## src/rtl/counter_pkg.sv

```systemverilog
`default_nettype none
// ============================================================================
//  Module      : counter_pkg
//  Description : Shared constants for the up/down counter: default width and
//                the encoding of the direction-select input.
//  Contents    : COUNTER_WIDTH - default counter width in bits
//                DIR_DOWN      - ctrl value that selects a decrement
//                DIR_UP        - ctrl value that selects an increment
//  Revision    : 1.0 - initial release
// ============================================================================
package counter_pkg;

    localparam int   COUNTER_WIDTH = 3;
    localparam logic DIR_DOWN      = 1'b0;
    localparam logic DIR_UP        = 1'b1;

endpackage : counter_pkg
`default_nettype wire

```

## src/rtl/updown_counter.sv

```systemverilog
`default_nettype none
// ============================================================================
//  Module      : updown_counter
//  Description : Free-running binary up/down counter. On every rising clock
//                edge out of reset the count steps by one in the direction
//                selected by ctrl, wrapping modulo 2^WIDTH both ways.
//  Parameters  : WIDTH       - counter width in bits (>= 1)
//                RESET_VALUE - value held while reset is asserted, truncated
//                              to WIDTH bits
//  Ports       : clk   in  1      rising-edge clock
//                rst   in  1      asynchronous reset, active-low
//                ctrl  in  1      direction: 1 = up, 0 = down
//                count out WIDTH  current count, straight from the register
//  Revision    : 1.0 - initial release
// ============================================================================
module updown_counter
    import counter_pkg::*;
#(
    parameter int WIDTH       = COUNTER_WIDTH,
    parameter int RESET_VALUE = 0
) (
    input  logic             clk,
    input  logic             rst,
    input  logic             ctrl,
    output logic [WIDTH-1:0] count
);

    localparam logic [WIDTH-1:0] c_reset_value = WIDTH'(RESET_VALUE);
    localparam logic [WIDTH-1:0] c_one         = WIDTH'(1);

    logic [WIDTH-1:0] r_count;
    logic [WIDTH-1:0] w_next;

    // Sum and difference are kept at WIDTH bits so the carry/borrow out is
    // simply dropped, which gives the modulo-2^WIDTH wrap in both directions.
    always_comb begin
        w_next = r_count;
        if (ctrl == DIR_UP) begin
            w_next = r_count + c_one;
        end else begin
            w_next = r_count - c_one;
        end
    end

    always_ff @(posedge clk or negedge rst) begin
        if (!rst) begin
            r_count <= c_reset_value;
        end else begin
            r_count <= w_next;
        end
    end

    assign count = r_count;

endmodule : updown_counter
`default_nettype wire

```

## config.mk

```make
export PLATFORM = sky130hd
export DESIGN_NAME = updown_counter
export DESIGN_NICKNAME = d
export VERILOG_FILES = /design/src/rtl/counter_pkg.sv /design/src/rtl/updown_counter.sv
export SDC_FILE = /design/constraint.sdc
export NUM_CORES = 1
export LEC_CHECK = 0
export ABC_AREA = 1
export BUFFER_PORTS_ARGS = -buffer_cell sky130_fd_sc_hd__buf_2
export CAP_MARGIN = 10
export CELL_PAD_IN_SITES_DETAIL_PLACEMENT = 0
export CELL_PAD_IN_SITES_GLOBAL_PLACEMENT = 1
export CORE_AREA = 2 2 39 41
export CTS_BUF_LIST = sky130_fd_sc_hd__clkbuf_8 sky130_fd_sc_hd__clkbuf_16
export CTS_CLUSTER_DIAMETER = 100
export DETAILED_ROUTE_END_ITERATION = 6
export DIE_AREA = 0 0 41 43
export PLACE_DENSITY = 0.39
export SLEW_MARGIN = 10
export SYNTH_ARGS = -nofsm -noshare
export SYNTH_HDL_FRONTEND = slang
export SYNTH_SLANG_ARGS = --single-unit
```

## constraint.sdc

```tcl
create_clock -name clk -period 2.3 [get_ports clk]
set_input_delay 0.115 -clock clk [delete_from_list [all_inputs] [get_ports clk]]
set_output_delay 0.115 -clock clk [all_outputs]
set_load 0.02 [all_outputs]
```

* Word-level counts from Yosys, hierarchy flattened *
Index checks and enable logic that the tools add are counted.

word-level totals
  output and inout port bits = 3
  register bits = 3
  logic and storage cells = 4

operators by class
  mux-type cells = 1
  $add $sub $neg = 2

operators by type and width
  kind                                                                number
  3-bit by 1-bit adder with 3-bit output, second input constant       1
  3-bit two-way mux                                                   1
  3-bit by 1-bit subtractor with 3-bit output, second input constant  1

* Depth between registers and ports, before layout *
  depth after elaboration = 2
  gate-level depth with buffers = 5
  depth with buffers taken out = 5

* Worst setup path before layout *
OpenSTA, ideal clock, no wires.

  kind = flip-flop to flip-flop
  from = reg r_count[0] (netlist: count[0])
  to = reg r_count[2] (netlist: count[2])
  period minus slack after synthesis = 1.123 ns
  path buffers = 0
  cell stages (with the launch flop) = 5
  arrival = 1.058 ns
  required time = 2.235 ns
  path slack = 1.177 ns
  setup time = 0.065 ns
  cell sequence = dfrtp_1 -> fa_1 -> inv_1 -> nand3_1 -> nand2_1

between the ends
  word-level cells in the longest chain between the ends = 2

RTL lines
  item                                                                                                          RTL line                                    source
  start: declaration                                                                                            updown_counter.sv:31                        logic [WIDTH-1:0] r_count;
  start signal: assignment                                                                                      updown_counter.sv:47                        r_count <= c_reset_value;
  start signal: assignment                                                                                      updown_counter.sv:49                        r_count <= w_next;
  3-bit by 1-bit subtractor with 3-bit output / 3-bit by 1-bit adder with 3-bit output (equally long branches)  updown_counter.sv:41, updown_counter.sv:39
  3-bit two-way mux (*)                                                                                         updown_counter.sv:38                        if (ctrl == DIR_UP) begin
  net w_next[2]                                                                                                 updown_counter.sv:32                        logic [WIDTH-1:0] w_next;

Mark *: on every way through the listed nets, which the timed path passes. The rest lies on a longest branch.

* Worst setup path in the final report *
Same ends and word-level chain as after synthesis.

==> flow_summary.json <==
{
  "run_status": "finished clean",
  "worst_skew_pair.late_latency_ns": 0.21,
  "grt_pass1_vias": 97,
  "synthesis.area_um2": 136,
  "antenna-diode-count": 0,
  "n_fill_cell": 155,
  "drt-initial-drc-count": 4,
  "place.detailed.hpwl_um": 195,
  "globalRoute.totalOverflow": 0,
  "grt_pass1_wl_um": 420,
  "route.detailed.drc": 0,
  "reg_power_share_pct": 27.5,
  "report.final.slew_viol_count": 0,
  "unique_masters_post_synth": 7,
  "drt-pass1-iter-count": 4,
  "die_width_um": 41,
  "p_sw_share_pct": 30.8,
  "maxCapViolations": 0,
  "start_kind": "register",
  "static-leakage-power_nw": 0.133,
  "period_share_pct": 46.5,
  "tritoncts_num_sinks": 3,
  "placementRows": 14,
  "hold_path_class": "in -> async",
  "drive_above_1_share_pct": 41.7,
  "buffers_inserted_by_post_cts_timing_repair": 0,
  "fmax_mhz": 936,
  "comb_power_share_pct": 26.3,
  "clock_tree.buffer_depth": 2,
  "final_cell_count_no_fill": 40,
  "ffs_latches_synth": 3,
  "peakVddDrop_mv": 0.283,
  "cts_buffers": 3,
  "syn_inst": 14,
  "clock_power_share_pct": 46.2,
  "antenna_found_initial": 0,
  "ios": 6,
  "tightest_pin_transition_ns": 0.123,
  "synthDominantAreaCellType": "dfrtp_1",
  "net_sw_power_w": 0.0000958,
  "yosys.cell_count.top_type": "nand2_1",
  "fin_setup_tns_ns": 0,
  "layout-area-overhead-vs-synth_pct": 73.4,
  "synthesis.nets": 18,
  "crit_fanout": 3,
  "finalCriticalPeriod_ns": 1.07,
  "worst_clock_skew_ns": 0.00268,
  "finalWeightedCongestion": 0.521,
  "synth_area_leaders": "dfrtp_1 55%, fa_1 15%, nand2_1 11%",
  "power_density_nw_per_um2": 1320,
  "routed_wirelength_um": 253,
  "synth_edf_count": 0,
  "clock_tree.htree_level_count": 1,
  "cellInternalPower_w": 0.000215,
  "yosysWarnings": 0,
  "maximum_number_of_pins_on_one_net_before_global_route_repair": 4,
  "global_route.usage.total_pct": 4.63,
  "crit_type": "reg -> reg",
  "largest_register_ffs": 3,
  "die_height_um": 43,
  "multi_input_gate_area_um2": 46.3,
  "drt.antenna.violating_nets": 0,
  "buffer_ports.inserted": 5,
  "slew-limit-headroom_pct": 91.8,
  "vias": 110,
  "cts_tree": "built",
  "rsz0062_at_grt": "no",
  "endpoint_kind": "register",
  "detail_route.wl_per_cell_um": 6.33,
  "dp_cell_count": 35,
  "post_synth.cell_area_avg_um2": 9.74,
  "synth_top_cell_area_share_pct": 55.0,
  "final-hold-violation-count": 0,
  "finish.net_count": 29,
  "starting_utilization_of_the_core_area_pct": 9.86,
  "clock_tree.root_cell": "clkbuf_8",
  "worst_setup_hold_path_clk_slew_ns": 0.03,
  "core_area_um2": 1380,
  "worst-endpoint-required_ns": 2.45,
  "timing.final.setup_violations": 0,
  "synth_seq_area_share_pct": 55.0,
  "synth_flop_cell": "dfrtp_1",
  "async_flop_share_pct": 100,
  "timing.critical_path.arrival_ns": 1.22,
  "fp.dieArea_um2": 1760,
  "netlist_top_cells_count": "4 x nand2_1, 3 x dfrtp_1, 3 x inv_1",
  "via_per_inst": 2.75,
  "layout.area.seq_um2": 75.1
}
-- power groups by stage --
stage	Clock (W)	Combinational [W]	Sequential (W)
CTS	0.000149	0.0000833	0.0000859
detailed placement	0	0.0000816	0.0000865
global placement	0	0.0000797	0.0000866
global route	0.000158	0.0000930	0.0000877
floorplan	0	0.0000309	0.000108
finish	0.000144	0.0000820	0.0000854
-- critical path, cell delays in order (launching register included) --
cell     delay [ns]
dfrtp_1        0.40
fa_1           0.41
inv_1          0.07
nand3_1        0.07
nand2_1        0.06
-- per-layer routing --
metal  up-vias  track usage, %  share of wire (%)
met5         -               0                  0
li1         60               -                  -
met3         2            7.85                 21
met1        42            5.83                 53
met4         0            4.00                2.4
met2         6            2.19                 23
-- through the flow --
stage          instance area (um2)  power, W  setup slack (ns)  hold WS (ns)  utilization [%]
4_1_cts                        236  0.000318              1.23         0.226             17.1
5_1_grt                        236  0.000338              1.17         0.249             17.1
6_report                       236  0.000311              1.23         0.230             17.1
3_5_place_dp                   181  0.000168              1.24       -0.0874             13.1
3_3_place_gp                   181  0.000166              1.24       -0.0901             13.1
2_1_floorplan                  136  0.000139              1.18        -0.181                -
-- worst paths after layout --
kind	startpoint	depth (start not counted)	slack, ns	to
setup / recovery	count[0]	4	1.23	count[2]
hold / removal	rst	2	0.23	count[0]
setup reg to reg	count[0]	4	1.23	count[2]
hold reg to reg	count[0]	1	0.47	count[0]
max in group asynchronous	rst	2	1.96	count[1]
min in group clk	ctrl	4	0.23	count[2]
-- placed cells by master (no fill, tap or decap) --
| cell type | n |
|---|---|
| buf_2 | 5 |
| inv_1 | 4 |
| nand2_1 | 4 |
| clkbuf_8 | 3 |
| dfrtp_1 | 3 |
| inv_2 | 1 |
| nand2_2 | 1 |
| nand3_1 | 1 |
| fa_1 | 1 |
| dlygate4sd3_1 | 1 |
-- layout make-up --
type / instances / share of cell area (%)
multi-input cells: 7 / 19.6
inverters: 4 / 6.35
flip-flops and latches: 3 / 31.7
clock buffers: 3 / 17.5
clock inverters: 1 / 1.59
repair buffers: 6 / 14.8
well taps: 16 / 8.47
-- what timing repair did --
item                       4_1_cts  5_1_grt
resized for setup                0        0
hold buffers                     1        0
setup endpoints to repair        0        0
hold endpoints to repair         3        0
-- cells by family after synthesis --
| family | count (synthesis) | synth area share [%] |
|---|---|---|
| adders and majority gates | 1 | 14.7 |
| and+or+nand+nor | 6 | 19.3 |
| DFF | 3 | 55.0 |
| buffers and inverters | 4 | 11.0 |
(Power assumes the default switching activity.)
